==> config.mk <==
export PLATFORM = sky130hd
export DESIGN_NAME = booth_seq_mult
export DESIGN_NICKNAME = d
export VERILOG_FILES = /design/src/rtl/booth_seq_mult.sv
export SDC_FILE = /design/constraint.sdc
export NUM_CORES = 1
export LEC_CHECK = 0
export ABC_CLOCK_PERIOD_IN_PS = 3800
export CAP_MARGIN = 20
export CORE_UTILIZATION = 35
export CTS_CLUSTER_SIZE = 16
export DETAILED_ROUTE_END_ITERATION = 12
export GPL_TIMING_DRIVEN = 0
export SYNTH_ARGS = -nofsm -noshare
export SYNTH_HDL_FRONTEND = slang
export SYNTH_SLANG_ARGS = --single-unit
export TNS_END_PERCENT = 100
==> constraint.sdc <==
create_clock -name clk -period 3.8 [get_ports clk]
set_input_delay 1.14 -clock clk [delete_from_list [all_inputs] [get_ports clk]]
set_output_delay 1.14 -clock clk [all_outputs]
set_load 0.005 [all_outputs]
==> src/rtl/booth_seq_mult.sv <==
// Iterative radix-2 Booth multiplier.
// One registered Booth step (add/sub/skip, then arithmetic shift right) is
// reused once per clock for WIDTH+1 steps on operands extended to WIDTH+1
// bits. This lets one datapath cover both signed and unsigned operands.
//
// Handshake: start is sampled only in IDLE, together with signed_mode and
// both operands. busy is high for the WIDTH+1 RUN cycles. done is a
// one-cycle pulse in the first IDLE cycle after the run, and product holds
// its value until the next completion or reset. A start seen during that
// done cycle is accepted, which gives back-to-back operation.
module booth_seq_mult #(
  parameter int WIDTH = 8
) (
  input  logic               clk,
  input  logic               rst_n,
  input  logic               start,
  input  logic               signed_mode,
  input  logic [WIDTH-1:0]   multiplicand,
  input  logic [WIDTH-1:0]   multiplier,
  output logic               busy,
  output logic               done,
  output logic [2*WIDTH-1:0] product,
  output logic               dbg_state
);

  localparam int CW = $clog2(WIDTH + 1);
  localparam logic [CW-1:0] LAST_STEP = CW'(WIDTH);

  typedef enum logic {
    S_IDLE = 1'b0,
    S_RUN  = 1'b1
  } state_e;

  state_e             state_q;
  logic [WIDTH:0]     a_q;
  logic [WIDTH+1:0]   q_q;
  logic [WIDTH:0]     mx_q;
  logic [CW-1:0]      cnt_q;
  logic               busy_q;
  logic               done_q;
  logic [2*WIDTH-1:0] product_q;

  logic [WIDTH:0]     ext_m;
  logic [WIDTH:0]     ext_q;
  logic [WIDTH:0]     a_step;
  logic [WIDTH:0]     a_sh;
  logic [WIDTH+1:0]   q_sh;
  logic [2*WIDTH-1:0] product_d;

  // Operand extension and one Booth step: add/sub/skip, then shift {A,Q} right.
  always_comb begin
    ext_m = {signed_mode & multiplicand[WIDTH-1], multiplicand};
    ext_q = {signed_mode & multiplier[WIDTH-1], multiplier};
    a_step = a_q;
    case (q_q[1:0])
      2'b01:   a_step = a_q + mx_q;
      2'b10:   a_step = a_q - mx_q;
      default: a_step = a_q;
    endcase
    a_sh      = {a_step[WIDTH], a_step[WIDTH:1]};
    q_sh      = {a_step[0], q_q[WIDTH+1:1]};
    // Low 2*WIDTH bits of {A, Q[WIDTH+1:1]} after the shift.
    product_d = {a_sh[WIDTH-2:0], q_sh[WIDTH+1:1]};
  end

  // Control FSM and datapath registers with registered outputs.
  always_ff @(posedge clk) begin
    if (!rst_n) begin
      state_q   <= S_IDLE;
      a_q       <= '0;
      q_q       <= '0;
      mx_q      <= '0;
      cnt_q     <= '0;
      busy_q    <= 1'b0;
      done_q    <= 1'b0;
      product_q <= '0;
    end else begin
      done_q <= 1'b0;
      case (state_q)
        S_IDLE: begin
          if (start) begin
            mx_q    <= ext_m;
            q_q     <= {ext_q, 1'b0};
            a_q     <= '0;
            cnt_q   <= '0;
            busy_q  <= 1'b1;
            state_q <= S_RUN;
          end
        end
        S_RUN: begin
          a_q   <= a_sh;
          q_q   <= q_sh;
          cnt_q <= cnt_q + CW'(1);
          if (cnt_q == LAST_STEP) begin
            product_q <= product_d;
            done_q    <= 1'b1;
            busy_q    <= 1'b0;
            state_q   <= S_IDLE;
          end
        end
        default: state_q <= S_IDLE;
      endcase
    end
  end

  assign busy      = busy_q;
  assign done      = done_q;
  assign product   = product_q;
  assign dbg_state = (state_q == S_RUN);

endmodule

Yosys cells after proc, flatten, opt, wreduce, memory -nomap -nowiden

Index checks and enable logic that the tools add are counted.

Output and inout port bits: 19
Flip-flop bits (word level): 51

$add $sub $neg: 3
Reduce and logical (&&, ||, !) cells: 4
Muxes and demuxes: 14
Equality and inequality tests: 5
Bitwise gates (word level): 3

Operators with widths:

| cell                                                                    | count |
|---|---|
| 9-bit one-hot mux with 2 select lines                                   | 2 |
| 10-bit one-hot mux with 2 select lines                                  | 1 |
| 10-bit 2-to-1 mux                                                       | 1 |
| 9-bit adder                                                             | 1 |
| 9-bit 2-to-1 mux                                                        | 1 |
| 9-bit subtractor                                                        | 1 |
| 4-bit one-hot mux with 2 select lines                                   | 1 |
| 2-bit AND reduction                                                     | 4 |
| 1-bit 2-to-1 mux                                                        | 5 |
| 4-bit by 1-bit adder with 4-bit output, second input constant           | 1 |
| 4-bit == test, second input constant                                    | 1 |
| 4-bit 2-to-1 mux                                                        | 1 |
| 1-bit one-hot mux with 2 select lines                                   | 2 |
| 1-bit bitwise AND                                                       | 2 |
| 2-bit by 1-bit == test with 1-bit output, second input constant         | 1 |
| 2-bit == test, second input constant                                    | 1 |
| 2-bit by 1-bit inequality test with 1-bit output, second input constant | 1 |
| 2-bit inequality test, second input constant                            | 1 |
| 1-bit NOT                                                               | 1 |

Depth between registers and ports, before layout

Word-level depth: 3
Depth in mapped cells: 11
Gate-level depth less buffers: 10

Worst setup path before layout

OpenSTA, ideal clock, no wires.

Kind: reg2reg
Start point: register q_q[0]
End point: register product_q[15], in the netlist product[15]
Buffers on the path: 1
Arrival: 2.434 ns
Path slack: 1.282 ns
Stages on the path, launching flop included: 12
Clock period less this slack: 2.518 ns
Cells stage by stage: dfxtp_1 inv_1 ha_1 clkbuf_1 mux2_2 inv_1 ha_1 nor2b_4 o31a_1 o31a_1 a211o_1 o31ai_2

Cells in the longest elaborated chain, start to end: 2
Elaborated cells between the ends (all ways): 3
Classes of those cells: eq/ne (2); mux (1)

Ends and longest elaborated chain:

| element                                                                          | RTL line | source |
|---|---|---|
| start: declaration                                                               | 36       | `logic [WIDTH+1:0] q_q;` |
| start signal: assignment                                                         | 83       | `q_q <= {ext_q, 1'b0};` |
| start signal: assignment                                                         | 92       | `q_q <= q_sh;` |
| 2-bit == test / 2-bit by 1-bit == test with 1-bit output (equally long branches) | 55       | `case (q_q[1:0])` |
| 9-bit one-hot mux with 2 select lines (*)                                        | 55       |  |
| end signal: assignment                                                           | 95       | `product_q <= product_d;` |
| end: declaration                                                                 | 41       | `logic [2*WIDTH-1:0] product_q;` |

Every way passes the cells marked *; elsewhere a longest branch is shown, timed or not.
A chain may end at the register's enable or synchronous reset.

Worst setup path after layout

Start point: register q_q[1]
End point: register product_q[15], in the netlist product[15]

Same word-level chain as after synthesis.

==> summary.txt <==
Worst setup path
  • Worst path arrival time: around 3000 ps
  • Crit path launch type: flop
  • Crit Path Category: flop to flop
  • Slowest stage cell on the critical path: mux2_2
  • Critical path required time: between 4000 and 5000 ps
  • Crit path largest cell delay: between 400 and 500 ps
  • Worst-path maximum fanout: 8
  • CP cell instances: ha_1 > clkbuf_1 > mux2_2 > inv_1 > ha_1 > nor2b_4 > o31a_1 > o31a_1 > a211o_1 > o31ai_2
  • Worst Setup End Kind: flop

Synth
  • Synth Warn #: 0
  • Syn Std Cell Area: between 0.002 and 0.003 mm2
  • Top cell type's share of synthesized area: between 30% and 40%
  • Synth Flop Type: dfxtp_1
  • Main combinational cell family by area after synthesis: simple AND/OR/NAND/NOR gates
  • Seq cells post-synth: 50
  • Adder-Cell Fraction of Synth Area: 6.60%
  • Synth Area in Compound Gates: around 18%
  • Top cells by area, synth: dfxtp_1 (39%), a21oi_1 (9.3%), nand2_1 (6.7%), ha_1 (5.8%), nor2_1 (5.7%)
  • Count of flip-flops with a built-in enable after synthesis: 0
  • Post-synthesis simple-gate area fraction: roughly 22%
  • Xor and xnor area share after synthesis: under 10%
  • Leading area contributor after synthesis: dfxtp_1
  • Post-synthesis mux area share: 5.14%
  • Sequential share of the synthesized area: 38.8%
  • Syn nets: 355
  • Syn_area_per_cell: approximately 8.0 um2
  • FFs w/ async S/R, synth: 0%
  • Mapped Cells: ~320
  • Count of cell types in the netlist: 43

Placement
  • Port Buf Inserts: 37
  • Pre-CTS setup slack: between 800 and 900 ps
  • Post-Place Cell Area: approximately 0.0031 mm2
  • Post-DP HPWL: roughly 4700 um
  • Final GP Congestion: slightly above 0.8

Power and ir drop
  • Lkg Pwr: roughly 1.2 nW
  • Power density over cell area: about 360 mW/mm2
  • Tot Pwr: approximately 0.0011 W
  • Peak supply drop: between 0.2 and 0.25 mV

STA
  • Post-route setup slack: just under 1000 ps
  • Min Clock Period, post-route: around 2800 ps
  • Final setup fails: 0
  • Final Skew: 8.75 ps
  • Slew margin rel.: a little under three fifths
  • Setup TNS: 0 ps
  • Maximum clock rate: 352 MHz
  • Hold Slack: 459 ps
  • Tcrit/Tclk final: 74.7%
  • Final Hold Viols: 0
  • Worst slew pin tran: 653 ps
  • RSZ-0062 raised after global routing: false
  • Pins Over Slew Limit: 0

Global routing
  • Antenna violations before repair: 0
  • Gr usage total: 17.7%
  • Largest net degree at the start of global routing: 18
  • Gr ovfl total: 0
  • First-pass GRT wire length: between 10,000 and 15,000 um
  • Number of global-route vias before repair: ~2.2k

Floorplan
  • Die area: just under 0.008 mm2
  • Die W: just under 90 um
  • # IOs: 39
  • Die height: between 80 and 90 um
  • Initial Util: between 30% and 40%
  • Placeable core region: roughly 0.0069 mm2
  • Row cnt: 30

Detailed routing
  • DRC Markers: 0
  • Remaining antenna violation count after routing: 0
  • Via/cell ratio: roughly 5.0
  • Routed length per instance: 13.9 um
  • First drt pass iteration count: 4
  • WL final: approximately 6500 um
  • Via Count: between 2k and 2.5k
  • Number of DRC markers in iteration 0: about 120

Final layout
  • Nets: 399
  • Most frequent cells in the layout: dfxtp_1 (50), a21oi_1 (48), nand2_1 (46)
  • Cell area after layout: 0.00316 mm2
  • Layout fillers: about 720
  • Layout cell share with drive strength beyond 1: ~5.4%
  • Diode count: 0
  • P&R area growth vs syn: 22.7%
  • Most common cell after layout, fill and taps aside: dfxtp_1

Clocking
  • Clk root buf: clkbuf_8
  • Worst-Skew Late Latency: about 310 ps
  • Total CTS buffers: 5
  • Reg clk slew, reported paths: around 100 ps
  • Post-CTS setup buffers: 0
  • CTS Sinks: 50
  • # resized after CTS: 0
  • # hold bufs at CTS: 0
  • CTS tree: done
  • H-tree levels: 2
  • Max Root-Sink Buffers: 2

Outcome
  • Run status: finished, final reports clean

Worst hold path
  • Worst min-delay path class: flop to flop

Run
  • Max-Cap Viols: 0
==> report_power, final <==
group          switching [W]  internal, W  total, W
Combinational       0.000141     0.000114  0.000255
Sequential         0.0000172     0.000541  0.000558
Clock               0.000193     0.000133  0.000327
==> layout make-up <==
class	instances	area, um2	share of cell area (%)
Buffer	19	98.8	3.13
Clock buffer	5	68.8	2.18
Clock inverter	3	25.0	0.791
Inverter	10	37.5	1.19
Multi-Input combinational cell	243	1440	45.6
Sequential cell	50	1000	31.6
Tap cell	96	120	3.80
Timing Repair Buffer	37	370	11.7
==> Yosys cell counts (3+ instances only) <==
cell	instances
dfxtp_1	50
a21oi_1	48
nand2_1	46
nor2_1	39
nor3_1	13
ha_1	12
clkbuf_1	11
mux2i_1	11
inv_1	9
o21ai_0	8
xnor2_1	8
nand3_1	6
a211oi_1	5
a31oi_1	5
buf_2	4
nand2b_1	4
nor2b_1	4
buf_6	3
nor3b_1	3
o31a_1	3
xor2_1	3
==> flip-flops by register name, summed over array words and instances (netlist names) <==
signal,count
mx_q,9
done,1
product,16
busy,1
cnt_q,4
a_q,8
q_q,10
dbg_state,1
==> final timing paths <==
| check | cells past startpoint | endpoint | slack, ps | from |
|---|---|---|---|---|
| max | 10 | product[15] | 960 | q_q[1] |
| min | 2 | product[7] | 460 | product[7] |
| max reg2reg | 10 | product[15] | 960 | q_q[1] |
| min reg2reg | 2 | product[7] | 460 | product[7] |
==> cell families after synthesis <==
group,Yosys count
AND/OR/NAND/NOR,125
AO/OA/AOI/OAI,81
flip-flops,50
buffers and inverters,29
multiplexers,13
adder cells (fa/ha/maj),13
XOR/XNOR,11
==> worst max-delay path, delay by kind of cell, from the launching register on <==
family	cells	cell delay (ps)
adders and majority gates	2	400
and+or+nand+nor	1	130
DFF	1	380
buffers and inverters	2	350
muxes	1	410
AOI/OAI and AO/OA	4	1080
==> stage by stage <==
stage,util [%],std cells
after floorplan,-,322
after global placement,44.2,455
after detailed placement,44.2,455
after CTS,45.5,463
after global routing,45.5,463
final,45.5,463
==> layer usage <==
layer / part of all wire (%) / up-vias / global-route usage, %
met5: 0 / - / 0
met4: 1.3 / 0 / 5.81
met3: 3.7 / 10 / 2.92
met2: 45 / 50 / 28.5
met1: 49 / 1066 / 24.0
li1: - / 1207 / -
(Power assumes the default switching activity.)
